<file path="src/rtl/ddr3_traffic_master.sv">
// DDR3 traffic master: writes NUM_CMDS commands of a known pattern, reads them back and counts mismatches.
// Define DDR3_TM_LFSR_PATTERN_EN to use a 64-bit Galois LFSR data pattern instead of the address pattern.
module ddr3_traffic_master #(
  parameter logic [26:0] ADDR_BASE = 27'h0,
  parameter int          NUM_CMDS  = 1024,
  parameter logic [4:0]  BURST_CNT = 5'd4
) (
  input  logic        sclk,
  input  logic        rst_n,
  input  logic        start,
  output logic        init_start,
  input  logic        init_done,
  output logic [3:0]  cmd,
  output logic [26:0] addr,
  output logic [4:0]  cmd_burst_cnt,
  output logic        ofly_burst_len,
  output logic        cmd_valid,
  input  logic        cmd_rdy,
  input  logic        datain_rdy,
  output logic [63:0] write_data,
  output logic [7:0]  data_mask,
  input  logic [63:0] read_data,
  input  logic        read_data_valid,
  output logic        busy,
  output logic        done,
  output logic        pass,
  output logic [15:0] err_count,
  output logic [2:0]  dbg_state
);

  // Handshake: a command moves only on a cycle where cmd_valid and cmd_rdy are both 1; while
  // cmd_valid=1 and cmd_rdy=0 the cmd/addr/cmd_burst_cnt outputs hold. A write beat is consumed on
  // every datain_rdy=1 cycle in WR_DATA; a read beat is taken on every read_data_valid=1 cycle.
  localparam logic [2:0] IDLE    = 3'd0;
  localparam logic [2:0] INIT    = 3'd1;
  localparam logic [2:0] WR_CMD  = 3'd2;
  localparam logic [2:0] WR_DATA = 3'd3;
  localparam logic [2:0] RD_CMD  = 3'd4;
  localparam logic [2:0] RD_WAIT = 3'd5;
  localparam logic [2:0] FINISH  = 3'd6;

  localparam logic [3:0] CMD_WRITE = 4'b0010;
  localparam logic [3:0] CMD_READ  = 4'b0001;

  localparam int          BURSTS      = (BURST_CNT == 5'd0) ? 32 : int'(BURST_CNT);
  localparam logic [5:0]  LAST_BEAT   = 6'(2 * BURSTS - 1);
  localparam logic [15:0] LAST_CMD    = 16'(NUM_CMDS - 1);
  localparam logic [26:0] ADDR_STEP   = 27'(8 * BURSTS);
  localparam logic [23:0] TOTAL_BEATS = 24'(2 * BURSTS * NUM_CMDS);

  logic [2:0]  state;
  logic [15:0] cmd_cnt;
  logic [5:0]  wbeat;
  logic [23:0] rd_k;
  logic        start_fire;
  logic        wr_fire;
  logic        wr_last;
  logic        rd_fire;
  logic [63:0] wr_pattern;
  logic [63:0] exp_data;

  assign start_fire = (state == IDLE) && start;
  assign wr_fire    = (state == WR_DATA) && datain_rdy;
  assign wr_last    = wr_fire && (wbeat == LAST_BEAT) && (cmd_cnt == LAST_CMD);
  assign rd_fire    = ((state == RD_CMD) || (state == RD_WAIT)) && read_data_valid &&
                      (rd_k != TOTAL_BEATS);

  assign busy           = (state != IDLE);
  assign init_start     = (state == INIT);
  assign cmd_valid      = (state == WR_CMD) || (state == RD_CMD);
  assign cmd            = (state == WR_CMD) ? CMD_WRITE : (state == RD_CMD) ? CMD_READ : 4'b0000;
  assign cmd_burst_cnt  = cmd_valid ? BURST_CNT : 5'd0;
  assign ofly_burst_len = 1'b0;
  assign data_mask      = 8'h00;
  assign write_data     = (state == WR_DATA) ? wr_pattern : 64'h0;
  assign dbg_state      = state;

  always_ff @(posedge sclk or negedge rst_n) begin
    if (!rst_n) begin
      state     <= IDLE;
      addr      <= 27'h0;
      cmd_cnt   <= 16'd0;
      wbeat     <= 6'd0;
      rd_k      <= 24'd0;
      done      <= 1'b0;
      pass      <= 1'b0;
      err_count <= 16'h0;
    end else begin
      case (state)
        IDLE: begin
          if (start) begin
            done      <= 1'b0;
            pass      <= 1'b0;
            err_count <= 16'h0;
            addr      <= ADDR_BASE;
            cmd_cnt   <= 16'd0;
            wbeat     <= 6'd0;
            rd_k      <= 24'd0;
            state     <= init_done ? WR_CMD : INIT;
          end
        end
        INIT: begin
          if (init_done) state <= WR_CMD;
        end
        WR_CMD: begin
          if (cmd_rdy) begin
            wbeat <= 6'd0;
            state <= WR_DATA;
          end
        end
        WR_DATA: begin
          if (datain_rdy) begin
            wbeat <= wbeat + 6'd1;
            if (wbeat == LAST_BEAT) begin
              wbeat <= 6'd0;
              if (cmd_cnt == LAST_CMD) begin
                // Read phase replays the same address range from the top.
                cmd_cnt <= 16'd0;
                addr    <= ADDR_BASE;
                state   <= RD_CMD;
              end else begin
                cmd_cnt <= cmd_cnt + 16'd1;
                addr    <= addr + ADDR_STEP;
                state   <= WR_CMD;
              end
            end
          end
        end
        RD_CMD: begin
          if (cmd_rdy) begin
            if (cmd_cnt == LAST_CMD) begin
              state <= RD_WAIT;
            end else begin
              cmd_cnt <= cmd_cnt + 16'd1;
              addr    <= addr + ADDR_STEP;
            end
          end
        end
        RD_WAIT: begin
          if (rd_k == TOTAL_BEATS) state <= FINISH;
        end
        FINISH: begin
          done  <= 1'b1;
          pass  <= (err_count == 16'h0);
          state <= IDLE;
        end
        default: state <= IDLE;
      endcase

      // Read returns overlap the read command stream, so checking runs in RD_CMD and RD_WAIT.
      if (rd_fire) begin
        rd_k <= rd_k + 24'd1;
        if ((read_data != exp_data) && (err_count != 16'hFFFF)) err_count <= err_count + 16'd1;
      end
    end
  end

`ifdef DDR3_TM_LFSR_PATTERN_EN
  logic [63:0] wr_lfsr;
  logic [63:0] rd_lfsr;

  function automatic logic [63:0] lfsr_step(input logic [63:0] s);
    return {1'b0, s[63:1]} ^ (s[0] ? 64'hD800_0000_0000_0000 : 64'h0);
  endfunction

  always_ff @(posedge sclk or negedge rst_n) begin
    if (!rst_n) begin
      wr_lfsr <= 64'h1;
      rd_lfsr <= 64'h1;
    end else begin
      if (start_fire) wr_lfsr <= 64'h1;
      else if (wr_fire) wr_lfsr <= lfsr_step(wr_lfsr);
      if (wr_last) rd_lfsr <= 64'h1;
      else if (rd_fire) rd_lfsr <= lfsr_step(rd_lfsr);
    end
  end

  assign wr_pattern = wr_lfsr;
  assign exp_data   = rd_lfsr;
`else
  logic [9:0]  wr_k;
  logic [26:0] rd_addr;
  logic [26:0] wr_beat_addr;

  // Each beat covers 4 address units, so beat addresses step by 4 across the whole pass.
  assign wr_beat_addr = addr + {19'd0, wbeat, 2'b00};
  assign wr_pattern   = {wr_beat_addr, ~wr_beat_addr, wr_k};
  assign exp_data     = {rd_addr, ~rd_addr, rd_k[9:0]};

  always_ff @(posedge sclk or negedge rst_n) begin
    if (!rst_n) begin
      wr_k    <= 10'd0;
      rd_addr <= 27'h0;
    end else begin
      if (start_fire) begin
        wr_k    <= 10'd0;
        rd_addr <= ADDR_BASE;
      end
      if (wr_fire) wr_k <= wr_k + 10'd1;
      if (rd_fire) rd_addr <= rd_addr + 27'd4;
    end
  end
`endif

endmodule

</file>
<file path="config.mk">
export PLATFORM = sky130hd
export DESIGN_NAME = ddr3_traffic_master
export DESIGN_NICKNAME = d
export VERILOG_FILES = /design/src/rtl/ddr3_traffic_master.sv
export SDC_FILE = /design/constraint.sdc
export NUM_CORES = 1
export LEC_CHECK = 0
export CAP_MARGIN = 20
export CORE_MARGIN = 2
export CORE_UTILIZATION = 55
export CTS_BUF_LIST = sky130_fd_sc_hd__clkbuf_4 sky130_fd_sc_hd__clkbuf_8
export DETAILED_ROUTE_END_ITERATION = 6
export HOLD_SLACK_MARGIN = 0.1
export PLACE_DENSITY = 0.95
export SLEW_MARGIN = 25
export SYNTH_ARGS = -nofsm -noshare
export SYNTH_HDL_FRONTEND = slang
export SYNTH_SLANG_ARGS = --single-unit
</file>
<file path="constraint.sdc">
create_clock -name sclk -period 4.75 [get_ports sclk]
set_input_delay 0.475 -clock sclk [delete_from_list [all_inputs] [get_ports sclk]]
set_output_delay 0.475 -clock sclk [all_outputs]
set_load 0.01 [all_outputs]
</file>
==> qor.csv <==
metric;value;unit
min_path_type;register to register;
synth-edff-count;0;
setup_ws;0.994;ns
grt_overflow;0;
ant_nets;0;
synth_common_cells;124 x dfrtp_1, 115 x nor2_1, 96 x nand2_1;
syn_inst;947;
place_ws;1.48;ns
cts_tree;built;
rr_worst_depth;8;
startpoint_type;register;
crit_required;4.28;ns
vias;7698;
synth_mux_area_share;1.28;%
drt_iter0_markers;421;
cp.arrival;3.28;ns
gp_congestion;0.928;
pwr_density_cell;359;nW/µm²
whs_path_depth;1;
floorplan.initialDensity;55.7;%
synth_top_family_by_area;simple AND/OR/NAND/NOR gates;
core_area;14400;µm²
clk_latency;0.44;ns
p_leak;0.00425;µW
yosysMostFrequentCell;dfrtp_1;
yosys.area_share.simple;30.6;%
cts_num_sinks;124;
synth_area_leaders;dfrtp_1 39%, xnor2_1 7.2%, nor2_1 5.4%;
h-tree-depth;4;
ys_warn_count;0;
cts_inserted_buffers;17;
vias_per_cell;5.90;
synth.top_cell.area_share;38.8;%
wl_per_cell;16.0;µm
hold_viol;0;
tightestPinTransition;0.870;ns
die_h;125;µm
grt_start_max_net_pins;56;
clock_skew;0.00900;ns
synthDistinctLibCells;68;
drv_slew;0;
ys_seq_elements;124;
synth_compound_area_share;11.3;%
layout.nets;1192;
rows;44;
grt_pass1_vias;7167;
antennaDiodeCount;0;
min_period_over_period;79.1;%
yosys_most_used_dff;dfrtp_1;
syn_to_final_growth;27.1;%
yosys.area.top_type;dfrtp_1;
cts_root_buf;clkbuf_8;
grt_setup_unrepaired;false;
dieArea;15500;µm²
ir_drop;0.000183;V
die_w;125;µm
drc;0;
clk_pin_slew;0.07;ns
setup_viol;0;
io_pins;204;
grt_pass1_wl;34.1;mm
max_freq;266;MHz
worst-setup-path-type;register to output port;
syn_area;8010;µm²
drive_gt1_share;5.08;%
critPathMaxFanout;9;
io_buffers;181;
grtUsageTotal;26.5;%
worst_setup_path_end_kind;output port;
wl;20.9;mm
outcome;complete, no violations;
finalSetupTns;0;ns
maxCapViolCount;0;
dp_hpwl;15.6;mm
fillers;1046;
post_cts_buffers;0;
synthArstFlopShare;100;%
first_pass_iters;5;
synthAdderAreaFrac;1.88;%
relSlewSlack;42.0;%
antenna_found_initial;0;
ys_seq_area_share;38.8;%
cts_buffer_depth;2;
syn_area_per_cell;8.45;µm²
timing.final.crit_period;3.76;ns
synthXorXnorAreaFrac;10.9;%
routing by layer:
| layer | GRT usage, % | wire, µm | up-vias |
|---|---|---|---|
| met3 | 6.44 | 1610 | 44 |
| met2 | 45.8 | 10500 | 374 |
| li1 | - | - | 3622 |
| met5 | 0 | 0 | - |
| met4 | 8.92 | 431 | 0 |
| met1 | 32.6 | 8290 | 3658 |
cells in the final DEF (no fill, tap or decap), types with 30 or more instances in the layout:
master,Yosys,final
nor3_1,30,30
dfrtp_1,124,124
o21ai_0,66,66
nand3_1,74,74
nand2_1,96,96
nand4_1,32,32
clkdlybuf4s50_1,0,180
xnor2_1,66,66
nor2_1,115,115
and2_1,39,39
xor2_1,34,34
flip-flops by register name, indices dropped and copies added, names as in the netlist:
name / count
addr: 22
cmd_cnt: 16
dbg_state: 3
done: 1
err_count: 16
pass: 1
rd_addr: 25
rd_k: 24
wbeat: 6
wr_k: 10
worst paths after layout:
| path | startpoint | to | slack, ns |
|---|---|---|---|
| max | wbeat[4] | write_data[63] | 0.99 |
| min | wr_k[9] | wr_k[9] | 0.50 |
| max reg2reg | dbg_state[2] | addr[25] | 1.45 |
| min reg2reg | wr_k[9] | wr_k[9] | 0.50 |
| max in group asynchronous | rst_n | rd_k[16] | 3.08 |
| min in group asynchronous | rst_n | dbg_state[1] | 0.64 |
worst max-delay path, stage by stage (launching register included):
cell	delay (ns)
dfrtp_1	0.45
ha_1	0.34
a21oi_1	0.10
o21bai_1	0.37
nand2_1	0.30
nor3_1	0.32
xor2_1	0.21
and2_1	0.20
clkdlybuf4s50_1	0.55
per-stage QoR:
stage                     util, %  hold slack, ns  std cells  instance area [µm²]  power (µW)
final                        70.8           0.499       1305                10200        3650
after global routing         70.8           0.517       1305                10200        3860
after CTS                    70.8           0.492       1305                10200        3680
after detailed placement     68.2           0.478       1273                 9800        2800
after global placement       68.2           0.464       1273                 9800        2760
after floorplan                 -           0.179        968                 8090        2090
logic make-up (layout without fill, tap and decap cells):
kind of cell    after synthesis  in the layout
simple gates                482            482
compound gates              139            139
flops                       124            124
xor+xnor                    100            100
buf+inv                      79            232
fa+ha+maj                    12             12
mux                          10             10
other cells                   1             22
power breakdown:
part / internal, µW / total, µW / switching, µW
Sequential: 1140 / 1300 / 157
Clock: 464 / 864 / 401
Combinational: 736 / 1490 / 751
what timing repair did:
| action | 4_1_cts | 5_1_grt |
|---|---|---|
| endpoints found under the hold margin | 45 | 0 |
| gates resized for setup | 0 | 0 |
| endpoints found under the setup margin | 0 | 0 |
| hold buffers | 1 | 0 |
area by class of cell:
cell class	count	area [µm²]	area share [%]
clock inverter	8	67.6	0.664
clock buffer	23	298	2.93
sequential	124	3100	30.5
inverter	15	57.6	0.566
tap	184	230	2.26
timing repair buffer	186	1850	18.2
multi-input combinational	765	4570	44.9
(Power assumes the default switching activity.)
